### config.mk
export PLATFORM = sky130hd
export DESIGN_NAME = uart_tx_flat
export DESIGN_NICKNAME = d
export VERILOG_FILES = /design/src/rtl/uart_pkg.sv /design/src/rtl/uart_tx_if.sv /design/src/rtl/uart_baud_counter.sv /design/src/rtl/uart_tx.sv /design/src/flat_wrapper.sv
export SDC_FILE = /design/constraint.sdc
export NUM_CORES = 1
export LEC_CHECK = 0
export BUFFER_PORTS_ARGS = -buffer_cell sky130_fd_sc_hd__buf_2
export CAP_MARGIN = 25
export CORE_MARGIN = 1.5
export CORE_UTILIZATION = 30
export CTS_CLUSTER_SIZE = 12
export DETAILED_ROUTE_END_ITERATION = 8
export GPL_TIMING_DRIVEN = 0
export PLACE_DENSITY = 0.53
export SLEW_MARGIN = 25
export SYNTH_ARGS = -nofsm -noshare
export SYNTH_HDL_FRONTEND = slang
export SYNTH_SLANG_ARGS = --single-unit
### constraint.sdc
create_clock -name clk -period 2 [get_ports clk]
set_input_delay 0.4 -clock clk [delete_from_list [all_inputs] [get_ports clk]]
set_output_delay 0.4 -clock clk [all_outputs]
set_load 0.02 [all_outputs]
### src/rtl/uart_pkg.sv
// Shared UART definitions: line states, bit-timing helper, default rates.
// Reused by the transmitter now and a receiver later.
package uart_pkg;

  localparam int unsigned DEF_CLK_HZ = 50_000_000;
  localparam int unsigned DEF_BAUD   = 115_200;

  typedef enum logic [1:0] {
    IDLE  = 2'd0,
    START = 2'd1,
    DATA  = 2'd2,
    STOP  = 2'd3
  } uart_state_t;

  function automatic int unsigned clks_per_bit(
    input int unsigned clk_hz,
    input int unsigned baud
  );
    return clk_hz / baud;
  endfunction

endpackage

### src/rtl/uart_tx_if.sv
// Byte handshake between the command parser and the UART transmitter.
// The parser is the master; the transmitter is the slave.
interface uart_tx_if;

  logic       tx_start;
  logic [7:0] tx_byte;
  logic       tx_ready;
  logic       tx_accept;
  logic       tx_busy;

  modport master (
    output tx_start,
    output tx_byte,
    input  tx_ready,
    input  tx_accept,
    input  tx_busy
  );

  modport slave (
    input  tx_start,
    input  tx_byte,
    output tx_ready,
    output tx_accept,
    output tx_busy
  );

endinterface

### src/rtl/uart_baud_counter.sv
// Free-running bit-period counter; tick marks the last cycle of a bit.
// Clear holds it at zero so a frame always starts on a fresh period.
module uart_baud_counter #(
  parameter int unsigned CLKS_PER_BIT = 4
) (
  input  logic clk,
  input  logic rst,
  input  logic clear,
  input  logic en,
  output logic tick
);

  localparam int W = (CLKS_PER_BIT > 1) ? $clog2(CLKS_PER_BIT) : 1;
  localparam logic [W-1:0] LAST = W'(CLKS_PER_BIT - 1);

  logic [W-1:0] cnt;

  assign tick = en && (cnt == LAST);

  always_ff @(posedge clk or posedge rst) begin
    if (rst) begin
      cnt <= '0;
    end else if (clear) begin
      cnt <= '0;
    end else if (en) begin
      cnt <= tick ? '0 : cnt + W'(1);
    end
  end

endmodule

### src/rtl/uart_tx.sv
// 8N1 (or 8N2) UART transmitter with a ready/accept byte handshake.
// All outputs are registered; the start bit begins on the accepting edge.
module uart_tx
  import uart_pkg::*;
#(
  parameter int unsigned CLK_HZ    = DEF_CLK_HZ,
  parameter int unsigned BAUD      = DEF_BAUD,
  parameter int unsigned STOP_BITS = 1
) (
  input  logic       clk,
  input  logic       rst,
  uart_tx_if.slave   bus,
  output logic       tx
);

  localparam int unsigned CLKS_PER_BIT =
    clks_per_bit(CLK_HZ, BAUD);
  localparam logic LAST_STOP = 1'(STOP_BITS - 1);

  if (STOP_BITS != 1 && STOP_BITS != 2) begin : g_bad_stop
    $error("uart_tx: STOP_BITS must be 1 or 2");
  end
  if (CLKS_PER_BIT < 2) begin : g_bad_cpb
    $error("uart_tx: CLK_HZ/BAUD must be at least 2");
  end

  uart_state_t state, state_d;
  logic [7:0]  shift, shift_d;
  logic [2:0]  bit_cnt, bit_cnt_d;
  logic        stop_cnt, stop_cnt_d;
  logic        tx_d;
  logic        ready, ready_d;
  logic        busy;
  logic        accept, accept_d;
  logic        tick;

  uart_baud_counter #(
    .CLKS_PER_BIT(CLKS_PER_BIT)
  ) u_baud (
    .clk   (clk),
    .rst   (rst),
    .clear (state == IDLE),
    .en    (state != IDLE),
    .tick  (tick)
  );

  always_ff @(posedge clk or posedge rst) begin
    if (rst) begin
      state    <= IDLE;
      shift    <= '0;
      bit_cnt  <= '0;
      stop_cnt <= 1'b0;
      tx       <= 1'b1;
      ready    <= 1'b1;
      busy     <= 1'b0;
      accept   <= 1'b0;
    end else begin
      state    <= state_d;
      shift    <= shift_d;
      bit_cnt  <= bit_cnt_d;
      stop_cnt <= stop_cnt_d;
      tx       <= tx_d;
      ready    <= ready_d;
      busy     <= ~ready_d;
      accept   <= accept_d;
    end
  end

  always_comb begin
    state_d    = state;
    shift_d    = shift;
    bit_cnt_d  = bit_cnt;
    stop_cnt_d = stop_cnt;
    tx_d       = tx;
    ready_d    = ready;
    accept_d   = 1'b0;
    unique case (state)
      IDLE: begin
        tx_d    = 1'b1;
        ready_d = 1'b1;
        if (bus.tx_start) begin
          state_d    = START;
          shift_d    = bus.tx_byte;
          bit_cnt_d  = '0;
          stop_cnt_d = 1'b0;
          tx_d       = 1'b0;
          ready_d    = 1'b0;
          accept_d   = 1'b1;
        end
      end
      START: begin
        if (tick) begin
          state_d = DATA;
          tx_d    = shift[0];
        end
      end
      DATA: begin
        if (tick) begin
          shift_d   = {1'b0, shift[7:1]};
          bit_cnt_d = bit_cnt + 3'd1;
          // bit_cnt wrapping past 7 closes the data field
          if (bit_cnt == 3'd7) begin
            state_d    = STOP;
            tx_d       = 1'b1;
            stop_cnt_d = 1'b0;
          end else begin
            tx_d = shift[1];
          end
        end
      end
      STOP: begin
        if (tick) begin
          if (stop_cnt == LAST_STOP) begin
            state_d = IDLE;
            ready_d = 1'b1;
          end else begin
            stop_cnt_d = 1'b1;
          end
        end
      end
      default: begin
        state_d = IDLE;
        tx_d    = 1'b1;
        ready_d = 1'b1;
      end
    endcase
  end

  assign bus.tx_ready  = ready;
  assign bus.tx_busy   = busy;
  assign bus.tx_accept = accept;

endmodule

### src/flat_wrapper.sv
// flat-port wrapper written by rule: the top's interface ports become plain ports
module uart_tx_flat import uart_pkg::*;
#(
  parameter int unsigned CLK_HZ    = DEF_CLK_HZ,
  parameter int unsigned BAUD      = DEF_BAUD,
  parameter int unsigned STOP_BITS = 1
)
  (clk, rst, tx, bus_tx_start, bus_tx_byte, bus_tx_ready, bus_tx_accept, bus_tx_busy);
  uart_tx_if bus_i ();
  input  logic clk;
  input  logic rst;
  output logic tx;
  input wire logic [$bits(bus_i.tx_start)-1:0] bus_tx_start;
  input wire logic [$bits(bus_i.tx_byte)-1:0] bus_tx_byte;
  output wire logic [$bits(bus_i.tx_ready)-1:0] bus_tx_ready;
  output wire logic [$bits(bus_i.tx_accept)-1:0] bus_tx_accept;
  output wire logic [$bits(bus_i.tx_busy)-1:0] bus_tx_busy;
  assign bus_i.tx_start = bus_tx_start;
  assign bus_i.tx_byte = bus_tx_byte;
  assign bus_tx_ready = bus_i.tx_ready;
  assign bus_tx_accept = bus_i.tx_accept;
  assign bus_tx_busy = bus_i.tx_busy;
  uart_tx #(.CLK_HZ(CLK_HZ), .BAUD(BAUD), .STOP_BITS(STOP_BITS)) u_core (.clk(clk), .rst(rst), .bus(bus_i), .tx(tx));
endmodule
==> qor.yml <==
status:
  outcome: "finished, final reports clean"
die:
  start_util: 0.317
  die_area_sq_um: 5120
  die_y_um: 71.6
  io_pins: 15
  die_w_um: 71.6
  rows: 24
  core-area_sq_um: 4440
grt:
  met2_usage: 0.183
  grt_max_degree: 27
  grt_remaining_overflow: 0
  grt_use_met1: 0.144
  track_usage: 0.110
  grt_pass1_vias: 960
  antenna_found_initial: 0
  grt_use_met3: 0.0352
  grt_pass1_wl_mm: 4.49
  grt_busiest_layer: "met2"
power_and_ir_drop:
  p_leak_nw: 0.791
  intPower_mw: 0.673
  seqPwrFrac: 0.620
  powerDensity_nw_per_um2: 520
  swShare: 0.205
  vdd_drop_max_v: 0.000337
  p_switching_mw: 0.174
  pwr-share-comb: 0.033
  p_clk_frac: 0.347
sta:
  skew_ns: 0.00229
  drv_slew: 0
  clock.fmax_mhz: 523
  hold_viol: 0
  rsz0062_at_grt: "yes"
  fin_crit_ns: 1.91
  finalSetupTns_ns: 0
  worst_slew_pin_slew_ns: 0.543
  setup_viol: 0
  relSlewSlack: 0.637
  timing.final.ws_setup_ns: 0.0893
  min_period_over_period: 0.955
logic_synthesis:
  synth_area_leader_cell: "dfrtp_1"
  synth_edf_count: 0
  synthCells: 119
  yosys-top-cells-count: "dfrtp_1, nor2_1, ha_1, mux2_2"
  synth_seq_area_share: 0.463
  synth_ff_type: "dfrtp_1"
  synth.top_cell.area_share: 0.426
  syn-num-nets: 140
  ys_warn_count: 0
  yosys.cell_count.top_type: "dfrtp_1"
  syn_area_sq_um: 1410
  synth_cell_types: 32
  avgSynthCellArea_sq_um: 11.8
  synth_area_leaders: "dfrtp_1, ha_1, mux2_4, mux2_2, xor2_1"
  synth-async-reset-ratio: 1.00
  synth_seq_cells: 26
clock_network:
  cts_buffers: 3
  cts_tree: "yes"
  cts_max_path_buffers: 2
  worst_skew_pair.late_latency_ns: 0.27
  clock-sinks: 26
  htreeDepth: 1
  clkTransAtPathRegs_ns: 0.09
  cts-hold-fix-buffers: 0
  root_buffer: "clkbuf_8"
placed_design:
  place_area_sq_um: 1550
  port_buffers: 14
  place_congestion: 0.708
  dp_hpwl_mm: 1.78
  placed_cells: 185
  place_ws_ns: -0.154
critical_path:
  crit_start: "u_core.state[0]"
  cpPeakStageDelay_ns: 0.36
  critPathTopFamily: "simple AND/OR/NAND/NOR gates"
  crit_path_end: "u_core.shift[4]"
  crit_type: "flop to flop"
  worstSetupPathDepth: 7
  cp_slowest_cell: "dfrtp_1"
  endpoint_kind: "flop"
  path_cells: "inv_1 > ha_4 > and4bb_1 > nand4_4 > a21o_1 > buf_6 > mux2_4"
  regToRegSetupSlack_ns: 0.09
  worstPathMaxFanout: 8
  rr_endpoint: "u_core.shift[4]"
  worst-path-buf-inv: 2
  arrival_ns: 2.07
  critPathLaunchType: "flop"
  ff2ff_path_depth: 7
  r2r-start: "u_core.state[0]"
  required_ns: 2.16
drt:
  drt_iter0_drc: 48
  drt_wl_total_mm: 2.47
  vias_per_cell: 4.73
  ant_nets: 0
  vias: 908
  wl_per_cell_um: 12.9
  route.detailed.drc: 0
  dr.pass1.iters: 4
cells_and_area:
  final_cells: 192
  area_growth_pct: 15.5
  post-route-cell-area_sq_um: 1630
  antennaDiodeCount: 0
  nets: 163
  drive_gt1_frac: 0.343
run:
  maxCapViolations: 0
worst_hold_path:
  min_path_type: "input pin to async pin"
==> logic make-up (layout without fill, tap and decap cells) <==
logic type,after synthesis,count (layout),share of synthesized area
compound gates,14,14,0.0559
xor+xnor,8,8,0.0497
fa+ha+maj,10,10,0.0887
buf+inv,8,29,0.0319
flops,26,26,0.463
mux,19,19,0.168
simple gates,34,34,0.143
==> metrics by stage <==
step	power, mW	utilization	hold WS [ns]
global route	0.883	0.367	0.214
global placement	0.564	0.348	0.464
floorplan	0.551	-	0.439
detailed placement	0.565	0.348	0.469
finish	0.848	0.367	0.168
CTS	0.860	0.364	0.377
==> routing by layer <==
metal | wire [um] | vias to the layer above
met5 | 0 | -
met4 | 17 | 0
met3 | 82 | 2
met2 | 1170 | 12
met1 | 1200 | 444
li1 | - | 450
==> flip-flops by register name (all words and copies together) (netlist names) <==
signal	count
u_core.u_baud.cnt	9
u_core.shift	8
u_core.bit_cnt	3
u_core.state	2
u_core.bus.tx_accept	1
u_core.bus.tx_busy	1
u_core.bus.tx_ready	1
u_core.tx	1
==> worst min path at each step <==
| stage | startpoint | endpoint |
|---|---|---|
| global placement | u_core.shift[7] | u_core.shift[7] |
| floorplan | rst | u_core.bit_cnt[0] |
| CTS | bus_tx_start | u_core.bus.tx_accept |
| detailed placement | u_core.shift[7] | u_core.shift[7] |
| finish | rst | u_core.u_baud.cnt[5] |
| global route | rst | u_core.u_baud.cnt[5] |
==> final cells by class <==
cell class              count  area, sq um
fillers                   451         2820
multi-input cells          85          724
flip-flops and latches     26          653
repair buffers             18          100
well taps                  52         65.1
clock buffers               3         41.3
plain buffers               3         26.3
inverters                   5         18.8
==> power by group through the flow <==
stage	Combinational (mW)	Clock [mW]	Sequential (mW)
final	0.0279	0.294	0.525
after global routing	0.0327	0.325	0.525
after CTS	0.0294	0.305	0.525
after detailed placement	0.0293	0	0.536
after global placement	0.0284	0	0.536
after floorplan	0.0154	0	0.536
==> timing repair <==
item	CTS	global route
buffers inserted	4	0
pin swaps	0	1
resized for setup	2	1
endpoints found under the hold margin	0	0
setup endpoints to repair	18	9
==> placed cells by master (no fill, tap or decap), drive strengths merged <==
master / n
o21ai: 7
or2: 1
a21o: 2
and3: 1
nand4: 5
nor2b: 1
buf: 20
nand2b: 2
nand3: 1
clkbuf: 4
ha: 10
and2: 2
and4bb: 1
xnor2: 1
o21a: 1
dfstp: 2
xor2: 7
nor3b: 2
or3: 1
a31oi: 1
mux2: 16
mux2i: 3
dfrtp: 24
nor2: 11
a21oi: 3
inv: 5
nand2: 6
Note: power is estimated with default switching activity, not from simulation.
